### src/rtl/gpr_wr_arb_if.sv
// Request, scoreboard and register-file write bundle for gpr_wr_arb.
// The dbg_* members exist only when GPR_ARB_DBG_EN is defined.
interface gpr_wr_arb_if;
   logic        wb_vld;
   logic        wb_rdy;
   logic [4:0]  wb_addr;
   logic [31:0] wb_data;

   logic        ld_issue;
   logic [4:0]  ld_issue_addr;
   logic        ld_vld;
   logic        ld_rdy;
   logic [4:0]  ld_addr;
   logic [31:0] ld_data;

`ifdef GPR_ARB_DBG_EN
   logic        dbg_vld;
   logic        dbg_rdy;
   logic [4:0]  dbg_addr;
   logic [31:0] dbg_data;
`endif

   logic [4:0]  chk_addr_0;
   logic [4:0]  chk_addr_1;
   logic        pend_0;
   logic        pend_1;

   logic        gpr_we_;
   logic [4:0]  gpr_wr_addr;
   logic [31:0] gpr_wr_data;

   // Requesters and the register file sit on the master side.
   modport master (
      output wb_vld, wb_addr, wb_data,
      output ld_issue, ld_issue_addr, ld_vld, ld_addr, ld_data,
`ifdef GPR_ARB_DBG_EN
      output dbg_vld, dbg_addr, dbg_data,
      input  dbg_rdy,
`endif
      output chk_addr_0, chk_addr_1,
      input  wb_rdy, ld_rdy, pend_0, pend_1,
      input  gpr_we_, gpr_wr_addr, gpr_wr_data
   );

   modport slave (
      input  wb_vld, wb_addr, wb_data,
      input  ld_issue, ld_issue_addr, ld_vld, ld_addr, ld_data,
`ifdef GPR_ARB_DBG_EN
      input  dbg_vld, dbg_addr, dbg_data,
      output dbg_rdy,
`endif
      input  chk_addr_0, chk_addr_1,
      output wb_rdy, ld_rdy, pend_0, pend_1,
      output gpr_we_, gpr_wr_addr, gpr_wr_data
   );
endinterface

### src/rtl/gpr_wr_arb.sv
// GPR write-port arbiter (wb > ld, starvation-protected) with pending-load scoreboard.
// Define GPR_ARB_DBG_EN to add a debug write port sharing the ld slot by round-robin.
module gpr_wr_arb #(
   parameter int unsigned STARVE_MAX = 4
) (
   input  logic         clk,
   input  logic         rst,
   gpr_wr_arb_if.slave  bus
);
   localparam logic [3:0] STARVE_LIM = 4'(STARVE_MAX);

   logic [3:0]  starve_q, starve_d;
   logic [31:0] pending_q, pending_d;
   logic        we_n_q, we_n_d;
   logic [4:0]  wr_addr_q, wr_addr_d;
   logic [31:0] wr_data_q, wr_data_d;

   logic        low_vld, low_is_dbg, force_low;
   logic        wb_gnt, low_gnt, ld_gnt;
`ifdef GPR_ARB_DBG_EN
   logic        rr_q, rr_d;      // 0: ld due next, 1: dbg due next
   logic        dbg_gnt;
`endif

   // Grant: wb wins unless the lower slot has waited STARVE_MAX cycles.
   always_comb begin
`ifdef GPR_ARB_DBG_EN
      low_vld    = bus.ld_vld || bus.dbg_vld;
      low_is_dbg = bus.dbg_vld && (!bus.ld_vld || rr_q);
`else
      low_vld    = bus.ld_vld;
      low_is_dbg = 1'b0;
`endif
      force_low = low_vld && (starve_q == STARVE_LIM);
      wb_gnt    = !rst && bus.wb_vld && !force_low;
      low_gnt   = !rst && low_vld && !wb_gnt;
      ld_gnt    = low_gnt && !low_is_dbg;
`ifdef GPR_ARB_DBG_EN
      dbg_gnt   = low_gnt && low_is_dbg;
`endif
   end

   always_comb begin
      // NOTE: every signal gets a default before any branch, so no latch is inferred.
      starve_d  = 4'd0;
      pending_d = pending_q;
      we_n_d    = 1'b1;
      wr_addr_d = wr_addr_q;
      wr_data_d = wr_data_q;
`ifdef GPR_ARB_DBG_EN
      rr_d      = rr_q;
      if (low_gnt) rr_d = !low_is_dbg;
`endif

      if (low_vld && !low_gnt) starve_d = starve_q + 4'd1;

      // Clear first, then set, so a same-cycle reissue keeps the entry pending.
      if (ld_gnt)       pending_d[bus.ld_addr]       = 1'b0;
      if (bus.ld_issue) pending_d[bus.ld_issue_addr] = 1'b1;

      if (wb_gnt) begin
         we_n_d    = 1'b0;
         wr_addr_d = bus.wb_addr;
         wr_data_d = bus.wb_data;
      end else if (ld_gnt) begin
         we_n_d    = 1'b0;
         wr_addr_d = bus.ld_addr;
         wr_data_d = bus.ld_data;
      end
`ifdef GPR_ARB_DBG_EN
      else if (dbg_gnt) begin
         we_n_d    = 1'b0;
         wr_addr_d = bus.dbg_addr;
         wr_data_d = bus.dbg_data;
      end
`endif
   end

   // NOTE: sequential state uses non-blocking assignments only; comb logic above uses blocking.
   always_ff @(posedge clk or posedge rst) begin
      if (rst) begin
         starve_q  <= 4'd0;
         pending_q <= 32'd0;
         we_n_q    <= 1'b1;
         wr_addr_q <= 5'd0;
         wr_data_q <= 32'd0;
`ifdef GPR_ARB_DBG_EN
         rr_q      <= 1'b0;
`endif
      end else begin
         starve_q  <= starve_d;
         pending_q <= pending_d;
         we_n_q    <= we_n_d;
         wr_addr_q <= wr_addr_d;
         wr_data_q <= wr_data_d;
`ifdef GPR_ARB_DBG_EN
         rr_q      <= rr_d;
`endif
      end
   end

   assign bus.wb_rdy      = wb_gnt;
   assign bus.ld_rdy      = ld_gnt;
`ifdef GPR_ARB_DBG_EN
   assign bus.dbg_rdy     = dbg_gnt;
`endif
   assign bus.pend_0      = pending_q[bus.chk_addr_0];
   assign bus.pend_1      = pending_q[bus.chk_addr_1];
   assign bus.gpr_we_     = we_n_q;
   assign bus.gpr_wr_addr = wr_addr_q;
   assign bus.gpr_wr_data = wr_data_q;
endmodule

### src/flat_wrapper.sv
// flat-port wrapper written by rule: the top's interface ports become plain ports
module gpr_wr_arb_flat 
#(
   parameter int unsigned STARVE_MAX = 4
)
  (clk, rst, bus_wb_vld, bus_wb_addr, bus_wb_data, bus_ld_issue, bus_ld_issue_addr, bus_ld_vld, bus_ld_addr, bus_ld_data, bus_chk_addr_0, bus_chk_addr_1, bus_wb_rdy, bus_ld_rdy, bus_pend_0, bus_pend_1, bus_gpr_we_, bus_gpr_wr_addr, bus_gpr_wr_data);
  gpr_wr_arb_if bus_i ();
  input  logic clk;
  input  logic rst;
  input wire logic [$bits(bus_i.wb_vld)-1:0] bus_wb_vld;
  input wire logic [$bits(bus_i.wb_addr)-1:0] bus_wb_addr;
  input wire logic [$bits(bus_i.wb_data)-1:0] bus_wb_data;
  input wire logic [$bits(bus_i.ld_issue)-1:0] bus_ld_issue;
  input wire logic [$bits(bus_i.ld_issue_addr)-1:0] bus_ld_issue_addr;
  input wire logic [$bits(bus_i.ld_vld)-1:0] bus_ld_vld;
  input wire logic [$bits(bus_i.ld_addr)-1:0] bus_ld_addr;
  input wire logic [$bits(bus_i.ld_data)-1:0] bus_ld_data;
  input wire logic [$bits(bus_i.chk_addr_0)-1:0] bus_chk_addr_0;
  input wire logic [$bits(bus_i.chk_addr_1)-1:0] bus_chk_addr_1;
  output wire logic [$bits(bus_i.wb_rdy)-1:0] bus_wb_rdy;
  output wire logic [$bits(bus_i.ld_rdy)-1:0] bus_ld_rdy;
  output wire logic [$bits(bus_i.pend_0)-1:0] bus_pend_0;
  output wire logic [$bits(bus_i.pend_1)-1:0] bus_pend_1;
  output wire logic [$bits(bus_i.gpr_we_)-1:0] bus_gpr_we_;
  output wire logic [$bits(bus_i.gpr_wr_addr)-1:0] bus_gpr_wr_addr;
  output wire logic [$bits(bus_i.gpr_wr_data)-1:0] bus_gpr_wr_data;
  assign bus_i.wb_vld = bus_wb_vld;
  assign bus_i.wb_addr = bus_wb_addr;
  assign bus_i.wb_data = bus_wb_data;
  assign bus_i.ld_issue = bus_ld_issue;
  assign bus_i.ld_issue_addr = bus_ld_issue_addr;
  assign bus_i.ld_vld = bus_ld_vld;
  assign bus_i.ld_addr = bus_ld_addr;
  assign bus_i.ld_data = bus_ld_data;
  assign bus_i.chk_addr_0 = bus_chk_addr_0;
  assign bus_i.chk_addr_1 = bus_chk_addr_1;
  assign bus_wb_rdy = bus_i.wb_rdy;
  assign bus_ld_rdy = bus_i.ld_rdy;
  assign bus_pend_0 = bus_i.pend_0;
  assign bus_pend_1 = bus_i.pend_1;
  assign bus_gpr_we_ = bus_i.gpr_we_;
  assign bus_gpr_wr_addr = bus_i.gpr_wr_addr;
  assign bus_gpr_wr_data = bus_i.gpr_wr_data;
  gpr_wr_arb #(.STARVE_MAX(STARVE_MAX)) u_core (.clk(clk), .rst(rst), .bus(bus_i));
endmodule
### config.mk
export PLATFORM = sky130hd
export DESIGN_NAME = gpr_wr_arb_flat
export DESIGN_NICKNAME = d
export VERILOG_FILES = /design/src/rtl/gpr_wr_arb_if.sv /design/src/rtl/gpr_wr_arb.sv /design/src/flat_wrapper.sv
export SDC_FILE = /design/constraint.sdc
export NUM_CORES = 1
export LEC_CHECK = 0
export CORE_MARGIN = 1
export CORE_UTILIZATION = 48
export DETAILED_ROUTE_END_ITERATION = 8
export PLACE_DENSITY = 0.86
export SLEW_MARGIN = 20
export SYNTH_ARGS = -nofsm -noshare
export SYNTH_HDL_FRONTEND = slang
export SYNTH_SLANG_ARGS = --single-unit
### constraint.sdc
create_clock -name clk -period 9.4 [get_ports clk]
set_clock_uncertainty 0.05 [all_clocks]
set_input_delay 1.88 -clock clk [delete_from_list [all_inputs] [get_ports clk]]
set_output_delay 1.88 -clock clk [all_outputs]
set_load 0.02 [all_outputs]
# After elaboration in Yosys (flattened, before gate mapping)
# Index checks and enable logic that the tools add are counted.
dict set report word_totals {
  reg_bits 74
  in_bits 94
  out_inout_bits 42
  wordCells 46
}
dict set report op_classes {
  addsub 1
  magnitude_cmp 6
  n_eq_ne 1
  mux 17
  bitwise_logic 3
  n_reduce_logical 13
}
# cell count
set op_table {}
lappend op_table {{$mux W32} 4}
lappend op_table {{$and A32 B32 Y32} 1}
lappend op_table {{$not A32 Y32} 1}
lappend op_table {{$or A32 B32 Y32} 1}
lappend op_table {{$lt A5 B6 Y1 const B} 4}
lappend op_table {{$bmux W1 S5} 2}
lappend op_table {{$demux W1 S5} 2}
lappend op_table {{$ge A5 B1 Y1 const B} 2}
lappend op_table {{$mux W5} 2}
lappend op_table {{$logic_and A1 B1 Y1} 8}
lappend op_table {{$mux W1} 6}
lappend op_table {{$add A4 B1 Y4 const B} 1}
lappend op_table {{$eq A4 B3 Y1 const B} 1}
lappend op_table {{$logic_not A1 Y1} 4}
lappend op_table {{$mux W4} 1}
lappend op_table {{$reduce_bool A2 Y1} 1}

# Logic depth before layout (Yosys ltp)
# Gate-level depths: netlist of the first run.
dict set report logic_depth {
  word_depth 9
  ltp_mapped 8
  ltp_nobuf 7
}

# Least setup slack after synthesis of the first run
# No wires, ideal clock.
dict set report synth_timing {
  path_type {input to output}
  startpoint {input port rst}
  endpoint {output port bus_wb_rdy}
  arrival_time_ns 4.319
  t_required_ns 7.470
  slack_ns 3.151
  cell_stages 4
  n_path_buf 2
  path_cell_list {inv_1 > o211a_1 > clkbuf_1 > buf_2}
}
dict set report synth_via {
  elab_chain_cells 3
}
# element line
set synth_rtl {}
lappend synth_rtl {{start: declaration} flat_wrapper.sv:9} ;# input logic rst;
lappend synth_rtl {{$logic_not A1 Y1} gpr_wr_arb.sv:35} ;# wb_gnt = !rst && bus.wb_vld && !force_low;
lappend synth_rtl {{$logic_and A1 B1 Y1 (2 in a row)} gpr_wr_arb.sv:35}
lappend synth_rtl {{end: declaration} flat_wrapper.sv:20} ;# output wire logic [$bits(bus_i.wb_rdy)-1:0] bus_wb_rdy;
# Every way passes these cells.

# Final worst setup path of the first run
# Ends and elaborated chain as after synthesis.

==> run_results.csv, run 1 <==
group,metric,value,unit
critical_path,r2r_end,"u_core.pending_q[18]",
sta,setup_viol,0,
placement,placed_cell_area,0.005105,sq mm
synth,synth_flop_cell,"dfrtp_1",
critical_path,path_class,"input pin to primary output",
sta,slew_headroom,0.3802,
cts,cts_setup_buffers,0,
synth,ys_top_cells_by_count,"dfrtp_1, o21ai_0, inv_1",
floorplan,row_count,31,
synth,synth-edff-count,0,
synth,synth_area_leaders,"dfrtp_1, a222oi_1, mux2i_1",
synth,ys_seq_area_frac,0.5024,
route,drtAntennaViolNets,0,
route,dr.first_iter.drc_count,534,
grt,grt-ovfl-total,0,
sta,finalSetupTns,0,ns
cts,clockBufferDepth,2,
route,via_per_inst,5.978,
synth,avgSynthCellArea,10.27,sq um
critical_path,cp-start-kind,"input pin",
synth,syn_area,0.003689,sq mm
placement,post-place-cells,577,
run_status,violations,"design-rule violations",
synth,yosysMostFrequentCell,"dfrtp_1",
synth,synth_xor_area_frac,0.004749,
cts,clkLatencyLatePin,0.35,ns
route,remaining_drc_errors,4,
critical_path,crit_required,7.47,ns
synth,yosysWarnings,0,
sta,rsz0062_at_grt,"false",
job,maxCapViolCount,0,
critical_path,slowest_stage,"buf_4",
finish,layout-drive-gt1-share,0.05466,
grt,grt_max_degree,77,
critical_path,worstPathArrival,4.47,ns
finish,layout.cells.non_filler,593,
synth,synth_top_area_frac,0.4953,
power_and_ir_drop,power_density,176.1,mW/mm^2
route,wl,11.59,mm
cts,cts_hold_buffers,0,
finish,antennaDiodeCount,0,
critical_path,r2r_slack,6.95,ns
placement,gp_congestion,0.8884,
worst_hold_path,min_path_cells,1,
synth,synth_top_family_by_area,"compound AO/OA/AOI/OAI gates",
route,wl_per_cell,19.54,um
cts,cts_tree,"yes",
cts,numCtsBuffers,9,
critical_path,r2r-start,"u_core.starve_q[0]",
worst_hold_path,min_to,"u_core.starve_q[0]",
synth,async_reset_ff_frac,1.000,
cts,clkSinkCount,74,
grt,grt_pass1_wl,17.93,mm
critical_path,slowest_delay,0.70,ns
route,vias,3545,
cts,root_buffer,"clkbuf_8",
route,first_pass_iters,9,
grt,grt_use_total,0.3052,
finish,nNetsFinal,585,
run_status,run_status,"finished, violations left",
synth,synth_top_area_cell,"dfrtp_1",
finish,area_delta_synth_final,43.93,%
cts,clkTransAtPathRegs,0.07,ns
grt,antenna_found_initial,0,
sta,slew_violations,0,
critical_path,rr_worst_depth,8,
sta,tightestPinTransition,0.9268,ns
critical_path,crit_chain,"clkdlybuf4s50_1, inv_2, buf_4, o211a_1, buf_4, clkdlybuf4s50_1",
floorplan,io-pin-count,136,
synth,syn-num-nets,455,
synth,synthAdderAreaFrac,0.006784,
placement,dp_hpwl,8.197,mm
grt,grt_pass1_vias,3629,
floorplan,coreArea,0.007331,sq mm
cts,cts_max_level,3,
worst_hold_path,hold_path.class,"flop to flop",
floorplan,dieArea,0.008039,sq mm
sta,fin_crit_sh,0.6803,
synth,ys_types,33,
finish,final_area,0.005309,sq mm
floorplan,die_x,89.66,um
synth,synth_seq_cells,74,
power_and_ir_drop,ir_worst_vdd,0.00009926,V
sta,finalHoldViolCount,0,
power_and_ir_drop,p_leak,2.316,nW
synth,syn_inst,359,
critical_path,endpoint_kind,"primary output",
floorplan,die_y,89.66,um
synth,yosys.area_share.simple,0.09769,
cts,cts_resized,0,
placement,numPortBuffers,135,
critical_path,critical_path_peak_fanout,76,
sta,timing.fmax,156.4,MHz
sta,post-route-min-period,6.395,ns
synth,synth-compound-area-share,0.2327,
synth,synth_mux_area_frac,0.08684,
worst_hold_path,hold_path.startpoint,"u_core.starve_q[0]",
floorplan,initial_core_util,0.5032,
worst max-delay path by stage:
stage,cells past startpoint,startpoint,end
after floorplan,4,rst,bus_wb_rdy
after global placement,6,rst,bus_wb_rdy
after detailed placement,6,rst,bus_wb_rdy
after CTS,6,rst,bus_wb_rdy
after global routing,6,rst,bus_wb_rdy
final,6,rst,bus_wb_rdy
worst max-delay path: cells and delay by family:
kind | cells | cell delay [ns]
buffers and inverters | 5 | 2.31
AO/OA/AOI/OAI | 1 | 0.26
logic make-up (layout without fill, tap and decap cells):
logic type                 Yosys count  count (layout)
DFF                                 74              74
buffers and inverters               63             198
muxes                               32              32
and+or+nand+nor                     64              64
adders and majority gates            2               2
xor gates and xnor gates             2               2
AOI/OAI and AO/OA                  122             122
through the flow:
stage                 util  hold slack, ns  power [mW]  worst slack (ns)
floorplan                -          0.4042      0.5472             3.151
global placement    0.6964          0.4219      0.6714             2.993
detailed placement  0.6964          0.4308      0.6819             2.951
CTS                 0.7242          0.4456      0.9323             2.958
global route        0.7242          0.4700      0.9787             2.779
finish              0.7242          0.4442      0.9348             3.005
registers in the layout (all words and copies together), names as in the netlist:
register                cells
u_core.bus.gpr_we_          1
u_core.bus.gpr_wr_addr      5
u_core.bus.gpr_wr_data     32
u_core.starve_q             4
u_core.pending_q           32
per-layer routing:
metal  GRT usage  share of wire  wire length [um]  vias up
met1      0.3556           0.37              4295     1707
li1            -              -                 -     1605
met5           0              0                 0        -
met4      0.1313          0.021               245        0
met3      0.1079           0.11              1309       26
met2      0.5117           0.49              5735      207
power by group:
group	total [mW]	switching [mW]	internal, mW	leakage [nW]
Clock	0.253	0.124	0.130	0.0945
Sequential	0.420	0.0447	0.375	0.894
Combinational	0.262	0.130	0.132	1.33
Total	0.935	0.298	0.636	2.32
layout make-up:
cell class	count	area (sq um)
Fill cell	490	2022
Sequential cell	74	1853
Multi-Input combinational cell	222	1585
Timing Repair Buffer	139	1381
Inverter	43	161.4
Clock buffer	10	137.6
Tap cell	99	123.9
Clock inverter	6	66.31
cell usage in the layout (no fill, tap or decap), drive strengths merged, types with 3 or more instances in the layout:
| cell | count |
|---|---|
| clkdlybuf4s50 | 135 |
| dfrtp | 73 |
| o21ai | 61 |
| inv | 43 |
| a222oi | 36 |
| mux2i | 32 |
| nand2 | 17 |
| nand3 | 11 |
| clkbuf | 10 |
| nand3b | 9 |
| nor2 | 9 |
| a22oi | 9 |
| a21oi | 6 |
| o31ai | 4 |
| nor2b | 4 |
| buf | 4 |
| or3b | 4 |
| nand2b | 3 |
| clkinvlp | 3 |
| a211oi | 3 |
No activity file was read; power rests on OpenSTA's default activity.
==> inputs of run 2 (changes only) <==
- CORE_UTILIZATION: 48 -> 45
- PLACE_DENSITY: 0.86 -> 0.81
- clock period: 9.4 -> 6.3 ns (I/O delays scaled with it)
==> run 2 against run 1 <==
Compared with the run above: the run now ends clean; critical path type unchanged; clock power grew 81%; cell count grew 0.51%; cell area grew 0.99%; register-to-register slack lost 3.1 ns; via count grew 0.59%; non-clock buffer count is the same; total power grew 57%; worst setup slack lost 1.8 ns; sequential cell count is the same; sequential power grew 49%.
==> run_results.csv, run 2 (synthesized netlist as in run 1, its figures left out) <==
group,metric,value,unit
finish,final_util,0.6867,
power_and_ir_drop,ir_worst_vdd,0.0001890,V
route,via_per_inst,5.983,
placement,numPortBuffers,135,
sta,timing.fmax,196.1,MHz
finish,fillers,606,
power_and_ir_drop,p_leak,2.345,nW
floorplan,die_y,92.54,um
route,vias,3566,
critical_path,r2r_end,"u_core.pending_q[6]",
grt,antenna_found_initial,0,
placement,post-place-cells,580,
finish,layout-drive-gt1-share,0.05263,
critical_path,crit_required,4.99,ns
finish,antennaDiodeCount,0,
critical_path,endpoint_kind,"primary output",
route,wl_met1,4.677,mm
placement,dp_hpwl,8.500,mm
cts,cts_hold_buffers,0,
grt,grt-ovfl-total,0,
route,dr_wl_met2,5.581,mm
critical_path,worstPathArrival,3.79,ns
run_status,run_status,"completed",
critical_path,r2r_slack,3.81,ns
grt,grt_max_degree,76,
finish,regArea,0.001853,sq mm
sta,post-route-min-period,5.100,ns
worst_hold_path,min_to,"u_core.bus.gpr_wr_addr[4]",
sta,finalSetupTns,0,ns
finish,final_area,0.005361,sq mm
floorplan,dieArea,0.008563,sq mm
cts,cts_setup_buffers,0,
cts,cts_tree,"yes",
floorplan,row_count,32,
finish,final_common_cell,"clkdlybuf4s50_1",
route,routed.top_layer,"met4",
critical_path,critical_path_peak_fanout,16,
sta,slew_headroom,0.3739,
route,wl_per_cell,19.73,um
floorplan,coreArea,0.007807,sq mm
cts,clockBufferDepth,2,
worst_hold_path,min_path_cells,2,
cts,root_buffer,"clkbuf_8",
grt,grt_pass1_wl,18.82,mm
sta,fin_crit_sh,0.8095,
worst_hold_path,hold_path.startpoint,"u_core.bus.gpr_wr_addr[4]",
grt,grt_pass1_vias,3728,
job,maxCapViolCount,0,
sta,rsz0062_at_grt,"false",
route,drtAntennaViolNets,0,
floorplan,initial_core_util,0.4724,
critical_path,cp-start-kind,"input pin",
sta,tightestPinTransition,0.9391,ns
critical_path,rr_worst_depth,8,
route,remaining_drc_errors,0,
sta,setup_viol,0,
cts,cts_max_level,3,
cts,clkSinkCount,74,
power_and_ir_drop,power_density,274.5,mW/mm^2
finish,nNetsFinal,585,
cts,numCtsBuffers,9,
finish,area_delta_synth_final,45.35,%
placement,gp_congestion,0.9219,
route,met3_length,1.205,mm
sta,slew_violations,0,
worst_hold_path,hold_path.class,"flop to flop",
finish,final_cell_mix,"clkdlybuf4s50_1, dfrtp_1, o21ai_0",
cts,clkLatencyLatePin,0.35,ns
finish,multiInputGateArea,0.001585,sq mm
sta,finalHoldViolCount,0,
grt,grt_use_total,0.2873,
route,wl,11.76,mm
route,first_pass_iters,9,
cts,clkTransAtPathRegs,0.07,ns
floorplan,die_x,92.54,um
critical_path,path_class,"input pin to primary output",
placement,placed_cell_area,0.005109,sq mm
critical_path,r2r-start,"u_core.starve_q[0]",
finish,layout.cells.non_filler,596,
cts,cts_resized,0,
route,dr.first_iter.drc_count,445,
floorplan,io-pin-count,136,
run 2: critical path, stage by stage:
cell             delay (ns)
clkdlybuf4s50_1        1.08
mux2i_1                0.27
a22oi_1                0.13
nand4b_1               0.13
a21oi_1                0.05
a311o_1                0.33
clkdlybuf4s50_1        0.54
run 2: how the worst max path moves through the flow:
| stage | startpoint | end | slack, ns | cells past startpoint |
|---|---|---|---|---|
| after floorplan | rst | bus_wb_rdy | 1.29 | 4 |
| after global placement | bus_chk_addr_0[1] | bus_pend_0 | 1.29 | 7 |
| after detailed placement | bus_chk_addr_0[1] | bus_pend_0 | 1.21 | 7 |
| after CTS | bus_chk_addr_0[1] | bus_pend_0 | 1.20 | 7 |
| after global routing | bus_chk_addr_1[1] | bus_pend_1 | 1.00 | 7 |
| final | bus_chk_addr_1[1] | bus_pend_1 | 1.20 | 7 |
run 2: final cells by class:
type                            instances  share of cell area
Sequential cell                        74              0.3456
Multi-Input combinational cell        222              0.2957
Timing Repair Buffer                  139              0.2576
Inverter                               43             0.03011
Clock buffer                           12             0.02894
Tap cell                              102             0.02380
Clock inverter                          4             0.01820
run 2: power breakdown:
part           switching (mW)  internal [mW]  leakage, nW
Sequential             0.0659          0.560        0.894
Combinational           0.191          0.197         1.33
Clock                   0.174          0.285        0.123
run 2: routing by layer:
metal  vias to the layer above  track usage
met2                       168       0.4574
met3                        29       0.1108
met5                         -            0
li1                       1607            -
met1                      1762       0.3467
met4                         0       0.1224
run 2: metrics by stage:
stage               hold WS (ns)  setup WS, ns  power, mW
finish                    0.4487         1.200      1.472
global route              0.4708         1.004      1.540
CTS                       0.4477         1.200      1.475
detailed placement        0.4301         1.205      1.015
global placement          0.4211         1.295      1.000
floorplan                 0.4042         1.291     0.8165
==> inputs of run 3 (changes only) <==
- CORE_UTILIZATION: 45 -> 40
- PLACE_DENSITY: 0.81 -> 0.76
- clock period: 6.3 -> 4.6 ns (I/O delays scaled with it)
==> run 3 against run 2 <==
Compared with the run above: register-to-register slack got worse by 1.8 ns; count of clock-buffer cells in the layout decreased by 2; sequential share of layout area increased by 0.13 points; critical endpoint unchanged; the run now ends with design-rule violations left; highest routed layer unchanged.
==> run_results.csv, run 3 (synthesized netlist as in run 1, its figures left out) <==
group,metric,value,unit
sta,slew_headroom,0.3841,
power_and_ir_drop,swShare,0.3049,
grt,grt_util_met3,0.08304,
finish,final_cell_mix,"clkdlybuf4s50_1, dfrtp_1, o21ai_0",
sta,timing.fmax,249.7,MHz
sta,fin_crit_sh,0.8706,
floorplan,initial_core_util,0.4189,
cts,clkLatencyLatePin,0.34,ns
route,wl,11.57,mm
cts,numCtsBuffers,9,
cts,cts_tree,"yes",
power_and_ir_drop,comb_power_share,0.273,
cts,clockBufferDepth,2,
worst_hold_path,hold_path.class,"flop to flop",
route,drtAntennaViolNets,0,
critical_path,crit_family,"buffers and inverters",
floorplan,row_count,34,
power_and_ir_drop,netSwitchingPower,0.5872,mW
cts,cts_max_level,3,
critical_path,r2r-start,"u_core.starve_q[0]",
placement,dp_slack,0.6132,ns
placement,dp_hpwl,8.528,mm
power_and_ir_drop,p_leak,2.338,nW
cts,cts_resized,0,
finish,regArea,0.001853,sq mm
critical_path,endpoint_kind,"primary output",
grt,grt-busiest-layer,"met2",
floorplan,io-pin-count,136,
grt,grt_max_degree,76,
critical_path,rr_worst_depth,8,
finish,layout-drive-gt1-share,0.05645,
run_status,violations,"design-rule violations",
route,remaining_drc_errors,4,
critical_path,r2r_slack,2.02,ns
sta,slew_violations,0,
critical_path,crit_required,3.63,ns
route,vias,3489,
route,via_per_inst,5.776,
cts,clkTransAtPathRegs,0.08,ns
finish,nNetsFinal,587,
grt,met2_usage,0.4085,
critical_path,worstPathArrival,3.03,ns
sta,setup_viol,0,
critical_path,slowest_delay,0.54,ns
sta,finalSetupTns,0,ns
finish,final_common_cell,"clkdlybuf4s50_1",
finish,fillers,746,
critical_path,critical_path_depth,8,
critical_path,crit_chain,"clkdlybuf4s50_1, buf_4, mux2i_1, a22oi_1, nand4b_1, a21oi_1, a311o_1, clkdlybuf4s50_1",
grt,grt_pass1_vias,3585,
critical_path,crit_top_cell,"clkdlybuf4s50_1",
grt,met1_usage,0.3044,
power_and_ir_drop,pwr-share-seq,0.447,
sta,worst_slack,0.5951,ns
critical_path,cp-endpoint,"bus_pend_1",
sta,post-route-min-period,4.005,ns
floorplan,dieArea,0.009609,sq mm
power_and_ir_drop,p_int,1.339,mW
route,dr.first_iter.drc_count,425,
cts,cts_setup_buffers,0,
floorplan,die_x,98.03,um
critical_path,cp-start-kind,"input pin",
finish,antennaDiodeCount,0,
floorplan,die_y,98.03,um
power_and_ir_drop,ir_worst_vdd,0.0002455,V
grt,grt_use_total,0.2502,
power_and_ir_drop,power_density,360.6,mW/mm^2
placement,gp_congestion,0.9115,
grt,antenna_found_initial,0,
finish,area_delta_synth_final,44.81,%
route,wl_per_cell,19.15,um
finish,final_area,0.005341,sq mm
critical_path,path_buf_inv,3,
finish,multiInputGateArea,0.001585,sq mm
cts,cts_hold_buffers,0,
critical_path,r2r_end,"u_core.pending_q[22]",
run_status,run_status,"finished, violations left",
power_and_ir_drop,p_total,1.926,mW
critical_path,critical_path_peak_fanout,16,
finish,layout.cells.non_filler,604,
critical_path,path_class,"input pin to primary output",
job,maxCapViolCount,0,
placement,placed_cell_area,0.005131,sq mm
route,first_pass_iters,7,
floorplan,coreArea,0.008806,sq mm
cts,clkSinkCount,74,
grt,grt_pass1_wl,18.56,mm
placement,numPortBuffers,135,
power_and_ir_drop,power_frac_clock,0.279,
sta,rsz0062_at_grt,"false",
sta,finalHoldViolCount,0,
critical_path,cp-startpoint,"bus_chk_addr_1[1]",
cts,root_buffer,"clkbuf_8",
sta,tightestPinTransition,0.9238,ns
grt,grt-ovfl-total,0,
critical_path,slowest_stage,"clkdlybuf4s50_1",
placement,post-place-cells,588,
run 3: cell types whose count changed in the layout (fill, tap and decap cells not counted):
cell,change
clkinv_2,+3
bufinv_16,-1
clkbuf_8,-2
buf_4,+2
run 3: worst min path at each step:
stage | startpoint | to | depth (start not counted)
floorplan | u_core.starve_q[0] | u_core.starve_q[0] | 1
global placement | u_core.bus.gpr_wr_addr[3] | u_core.bus.gpr_wr_addr[3] | 2
detailed placement | u_core.bus.gpr_wr_addr[0] | u_core.bus.gpr_wr_addr[0] | 2
CTS | u_core.starve_q[0] | u_core.starve_q[0] | 1
global route | u_core.bus.gpr_wr_addr[0] | u_core.bus.gpr_wr_addr[0] | 2
finish | u_core.starve_q[0] | u_core.starve_q[0] | 1
run 3: cell type report:
cell class / count / share of cell area
flip-flops and latches: 74 / 0.3469
multi-input cells: 222 / 0.2968
repair buffers: 141 / 0.2614
inverters: 43 / 0.03022
well taps: 108 / 0.02530
clock buffers: 10 / 0.02389
clock inverters: 6 / 0.01546
run 3: power by group through the flow:
| stage | Clock, mW | Sequential (mW) | Combinational (mW) |
|---|---|---|---|
| floorplan | 0 | 0.894 | 0.225 |
| global placement | 0 | 0.869 | 0.512 |
| detailed placement | 0 | 0.870 | 0.524 |
| CTS | 0.546 | 0.858 | 0.528 |
| global route | 0.577 | 0.876 | 0.575 |
| finish | 0.538 | 0.862 | 0.527 |
run 3: metal layers:
layer	vias up	wire, um
li1	1605	-
met1	1675	4497
met2	187	5604
met3	22	1263
met4	0	201
met5	-	0
run 3: stage by stage:
stage               hold WS, ns  utilization
finish                   0.4547       0.6066
global route             0.4847       0.6066
CTS                      0.4627       0.6066
detailed placement       0.4405       0.5827
global placement         0.4236       0.5827
floorplan                0.4042            -
==> edit 1 (config.mk and constraints of run 3) <==
`pending_q`, `wr_addr_q` and `wr_data_q` no longer have a reset.
--- a/src/rtl/gpr_wr_arb.sv
+++ b/src/rtl/gpr_wr_arb.sv
@@ -82,6 +82,3 @@
          starve_q  <= 4'd0;
-         pending_q <= 32'd0;
          we_n_q    <= 1'b1;
-         wr_addr_q <= 5'd0;
-         wr_data_q <= 32'd0;
 `ifdef GPR_ARB_DBG_EN
@@ -91,6 +88,3 @@
          starve_q  <= starve_d;
-         pending_q <= pending_d;
          we_n_q    <= we_n_d;
-         wr_addr_q <= wr_addr_d;
-         wr_data_q <= wr_data_d;
 `ifdef GPR_ARB_DBG_EN
@@ -99,2 +93,8 @@
       end
+   end
+
+   always_ff @(posedge clk) begin
+      pending_q <= pending_d;
+      wr_addr_q <= wr_addr_d;
+      wr_data_q <= wr_data_d;
    end
Check against the original RTL: not equivalent (a bounded check fails within 4 cycles, from zero or initial values and one cycle with rst high).
==> edit 1 against run 3 <==
- highest routed layer unchanged
- power down 7.3%
- design area shrank 1.8%
- non-clock buffer count is 3 lower
- maximum frequency is 0.63% higher
- worst setup slack gained 25 ps
- area after synthesis shrank 2.2%
- utilization down 0.50 points
- final cell count is 5.8% lower
- count of clock-buffer cells in the layout stayed put
- routed wire length down 14%
- sequential cell count unchanged
- die area down 2.1%
==> edit 1: results (changes against run 3) <==
| Metric | Value |
|---|---|
| Outcome | `finished clean` |
| Post-DP HPWL | `7.57 mm (-11%)` |
| Grt met3 use | `5.85% (-2.5 points)` |
| Post-synthesis mux area share | `20.4% (+12 points)` |
| Most frequent cells after synthesis | `61 x o21ai_0, 37 x edfxtp_1, 37 x mux2_2` |
| Placed instance area | `5050 um2 (-1.7%)` |
| Register area share after synthesis | `52.0% (+1.8 points)` |
| Iteration-0 DRC Markers | `131 (-69%)` |
| First-pass GRT wire length | `16.3 mm (-12%)` |
| Synth async-reset ratio | `6.76% (-93 points)` |
| Share of layout cells above drive strength 1 | `13.4% (+7.8 points)` |
| Synth Flop Type | `edfxtp_1` |
| Synth Net Count | `417 (-8.4%)` |
| RD Place Congestion | `0.886 (-2.8%)` |
| Synth cell types | `34 (+3.0%)` |
| Synth Area in Adders | `0.693% (+0.015 points)` |
| Via density | `5.39 (-6.7%)` |
| Maximum VDD drop | `0.000180 V (-27%)` |
| FF-to-FF End | `u_core.bus.gpr_wr_data[15]` |
| Largest net degree at the start of global routing | `39 (-49%)` |
| Synth Area in Compound Gates | `13.2% (-10 points)` |
| Worst EP arrival | `3010 ps (-20 ps)` |
| Setup WS pre-CTS | `626 ps (+12.7 ps)` |
| Worst Reg-to-Reg Cells | `6 (-2)` |
| Sw Ratio | `28.3% (-2.1 points)` |
| Dominant cells by area after synthesis | `edfxtp_1 31%, dfxtp_1 18%, mux2_2 12%` |
| Post-Synthesis Cells | `321 (-11%)` |
| Worst Slack Setup Final | `620 ps (+24.9 ps)` |
| Vias in the first global route | `3260 (-9.1%)` |
==> edit 1: cell types whose count changed in the layout (fill, tap and decap cells not counted), moves of 32 or more <==
cell / change
dfrtp_1: -69
a222oi_1: -36
inv_1: -35
dfxtp_1: +32
edfxtp_1: +37
mux2_2: +37
==> edit 1: metrics by stage <==
| step | hold WS (ps) | utilization (%) |
|---|---|---|
| 3_5_place_dp | 430 | 57.9 |
| 6_report | 439 | 60.2 |
| 3_3_place_gp | 428 | 57.9 |
| 5_1_grt | 482 | 60.2 |
| 4_1_cts | 440 | 60.2 |
| 2_1_floorplan | 403 | - |
==> edit 1: layer usage <==
layer / vias to the layer above / wire, um
met1: 1469 / 4020
met5: - / 0
met4: 0 / 222
met3: 22 / 684
met2: 116 / 5030
li1: 1461 / -
==> edit 1: final cells by class <==
type	count	area, um2
Timing Repair Buffer	138	1370
Tap cell	108	135
Clock buffer	10	138
Clock inverter	6	62.6
Inverter	7	26.3
Fill cell	709	3470
Sequential cell	74	1880
Multi-Input combinational cell	226	1630
==> edit 2 (flow settings as in run 3) <==
Made on the original files. Make the reset (`rst`) synchronous in one clocked block.
--- a/src/rtl/gpr_wr_arb.sv
+++ b/src/rtl/gpr_wr_arb.sv
@@ -79,3 +79,3 @@
    // NOTE: sequential state uses non-blocking assignments only; comb logic above uses blocking.
-   always_ff @(posedge clk or posedge rst) begin
+   always_ff @(posedge clk) begin
       if (rst) begin
Behaviour: differs if rst is asserted again (counterexample within 4 cycles, from zero or initial values and one cycle with rst high); with rst held inactive, the same outputs for 4 cycles.
==> edit 2 against run 3 <==
- design area increased by 2.2%
- sequential cell count unchanged
- final cell count increased by 14%
- worst setup slack got worse by 1.2 ps
- maximum frequency about the same
- non-clock buffer count unchanged
- power decreased by 21%
- routed wire length decreased by 1.4%
- via count increased by 8.5%
- area after synthesis increased by 6.2%
- critical path type unchanged
- critical endpoint is now bus_pend_0
==> edit 2: results (changes against run 3) <==
| Metric | Value |
|---|---|
| GRT met2 Usage | `37.1% (-3.8 points)` |
| FF-to-FF End | `u_core.bus.gpr_wr_data[30]` |
| Slew at the pin closest to its max-slew limit | `1170 ps (+250 ps)` |
| Placed instance area | `5270 um2 (+2.8%)` |
| Sw Ratio | `27.0% (-3.5 points)` |
| R2R Setup Slk | `2570 ps (+550 ps)` |
| Leak | `0.00211 uW (-9.9%)` |
| Met2 routed WL | `5.20 mm (-7.3%)` |
| Highest metal used | `met5` |
| Crit path from | `bus_chk_addr_0[1]` |
| Iteration-0 DRC Markers | `147 (-65%)` |
| Nets | `654 (+11%)` |
| First-pass GRT wire length | `18.4 mm (-1.0%)` |
| Maximum VDD drop | `0.000148 V (-40%)` |
| Sequential Power Share | `45.2% (+0.5 points)` |
| Synth Net Count | `531 (+17%)` |
| Post-DP HPWL | `8.33 mm (-2.3%)` |
| GR Util met1 | `27.5% (-2.9 points)` |
| Initial antenna violation count | `1 (+1)` |
| Total vias in the final route | `3786 (+8.5%)` |
| Met1 WL | `4.68 mm (+4.2%)` |
| Yosys warns | `0 (unchanged)` |
| Number of H-tree levels | `3 (unchanged)` |
| Clk_lat worst skew | `340 ps (about the same)` |
| Worst EP arrival | `3040 ps (about the same)` |
| Final Cycle Share | `87.1% (about the same)` |
| DR pass1 iterations | `5 (-2)` |
| Most frequent cells after synthesis | `74 x dfxtp_1, 69 x mux2i_1, 49 x nand2_1` |
| Clock share of power | `32.5% (+4.6 points)` |
| Largest net degree at the start of global routing | `75 (-1.3%)` |
| Synth cell types | `36 (+9.1%)` |
| Placed insts | `676 (+15%)` |
| Metal3 WL | `1.27 mm (+0.24%)` |
| Dominant cells by area after synthesis | `dfxtp_1 38%, mux2i_1 18%, a211oi_2 6.4%` |
| Synth async-reset ratio | `0% (-100 points)` |
| Setup WS pre-CTS | `611 ps (-2.12 ps)` |
| Register area share after synthesis | `37.8% (-12 points)` |
| Via density | `5.48 (-5.1%)` |
| R2r startpoint | `u_core.starve_q[0]` |
| Power density cells | `279 nW/um2 (-23%)` |
| Share of layout cells above drive strength 1 | `8.36% (+2.7 points)` |
| RD Place Congestion | `0.925 (+1.5%)` |
| GRT Total Usage | `22.9% (-2.1 points)` |
| Outcome | `finished clean` |
| Post-Synthesis Cells | `435 (+21%)` |
| DR WL/cell | `16.5 um (-14%)` |
| CP endpoint | `bus_pend_0` |
| Grt met3 use | `9.22% (+0.92 points)` |
| CTS root buf | `clkbuf_8` |
edit 2: cell types whose count changed after synthesis, moves of 27 or more:
| cell | change |
|---|---|
| o21ai_0 | -27 |
| mux2i_1 | +37 |
| dfrtp_1 | -73 |
| a222oi_1 | -36 |
| a21oi_1 | +32 |
| inv_1 | -38 |
| dfxtp_1 | +74 |
| nor2_1 | +36 |
| nand2_1 | +32 |
edit 2: cell type report:
type	instances	area, um2
clock buffers	12	145
clock inverters	3	40.0
fillers	842	3910
inverters	5	18.8
multi-input cells	327	2220
flip-flops and latches	74	1480
well taps	129	161
repair buffers	141	1390
edit 2: logic make-up after synthesis:
family | count (synthesis) | share of synthesized area, %
AND/OR/NAND/NOR | 133 | 16.7
AO/OA/AOI/OAI | 121 | 21.4
flip-flops | 74 | 37.8
multiplexers | 69 | 17.6
buffers and inverters | 34 | 5.43
XOR/XNOR | 2 | 0.447
adder cells (fa/ha/maj) | 2 | 0.638
edit 2: worst max-delay path, stage by stage:
cell and delay, ps:
clkdlybuf4s50_1 460, buf_4 270, mux2i_1 220, a22oi_1 100, nand4b_1 130, a21oi_1 50, a311o_1 340, clkdlybuf4s50_1 540
edit 2: worst min path at each step:
stage / slack (ps) / startpoint / to / cells after the start
2_1_floorplan: 380 / u_core.starve_q[0] / u_core.starve_q[0] / 1
3_3_place_gp: 390 / u_core.starve_q[0] / u_core.starve_q[0] / 1
3_5_place_dp: 400 / u_core.starve_q[0] / u_core.starve_q[0] / 1
4_1_cts: 420 / u_core.starve_q[0] / u_core.starve_q[0] / 1
5_1_grt: 480 / u_core.pending_q[31] / u_core.pending_q[31] / 2
6_report: 420 / u_core.starve_q[0] / u_core.starve_q[0] / 1
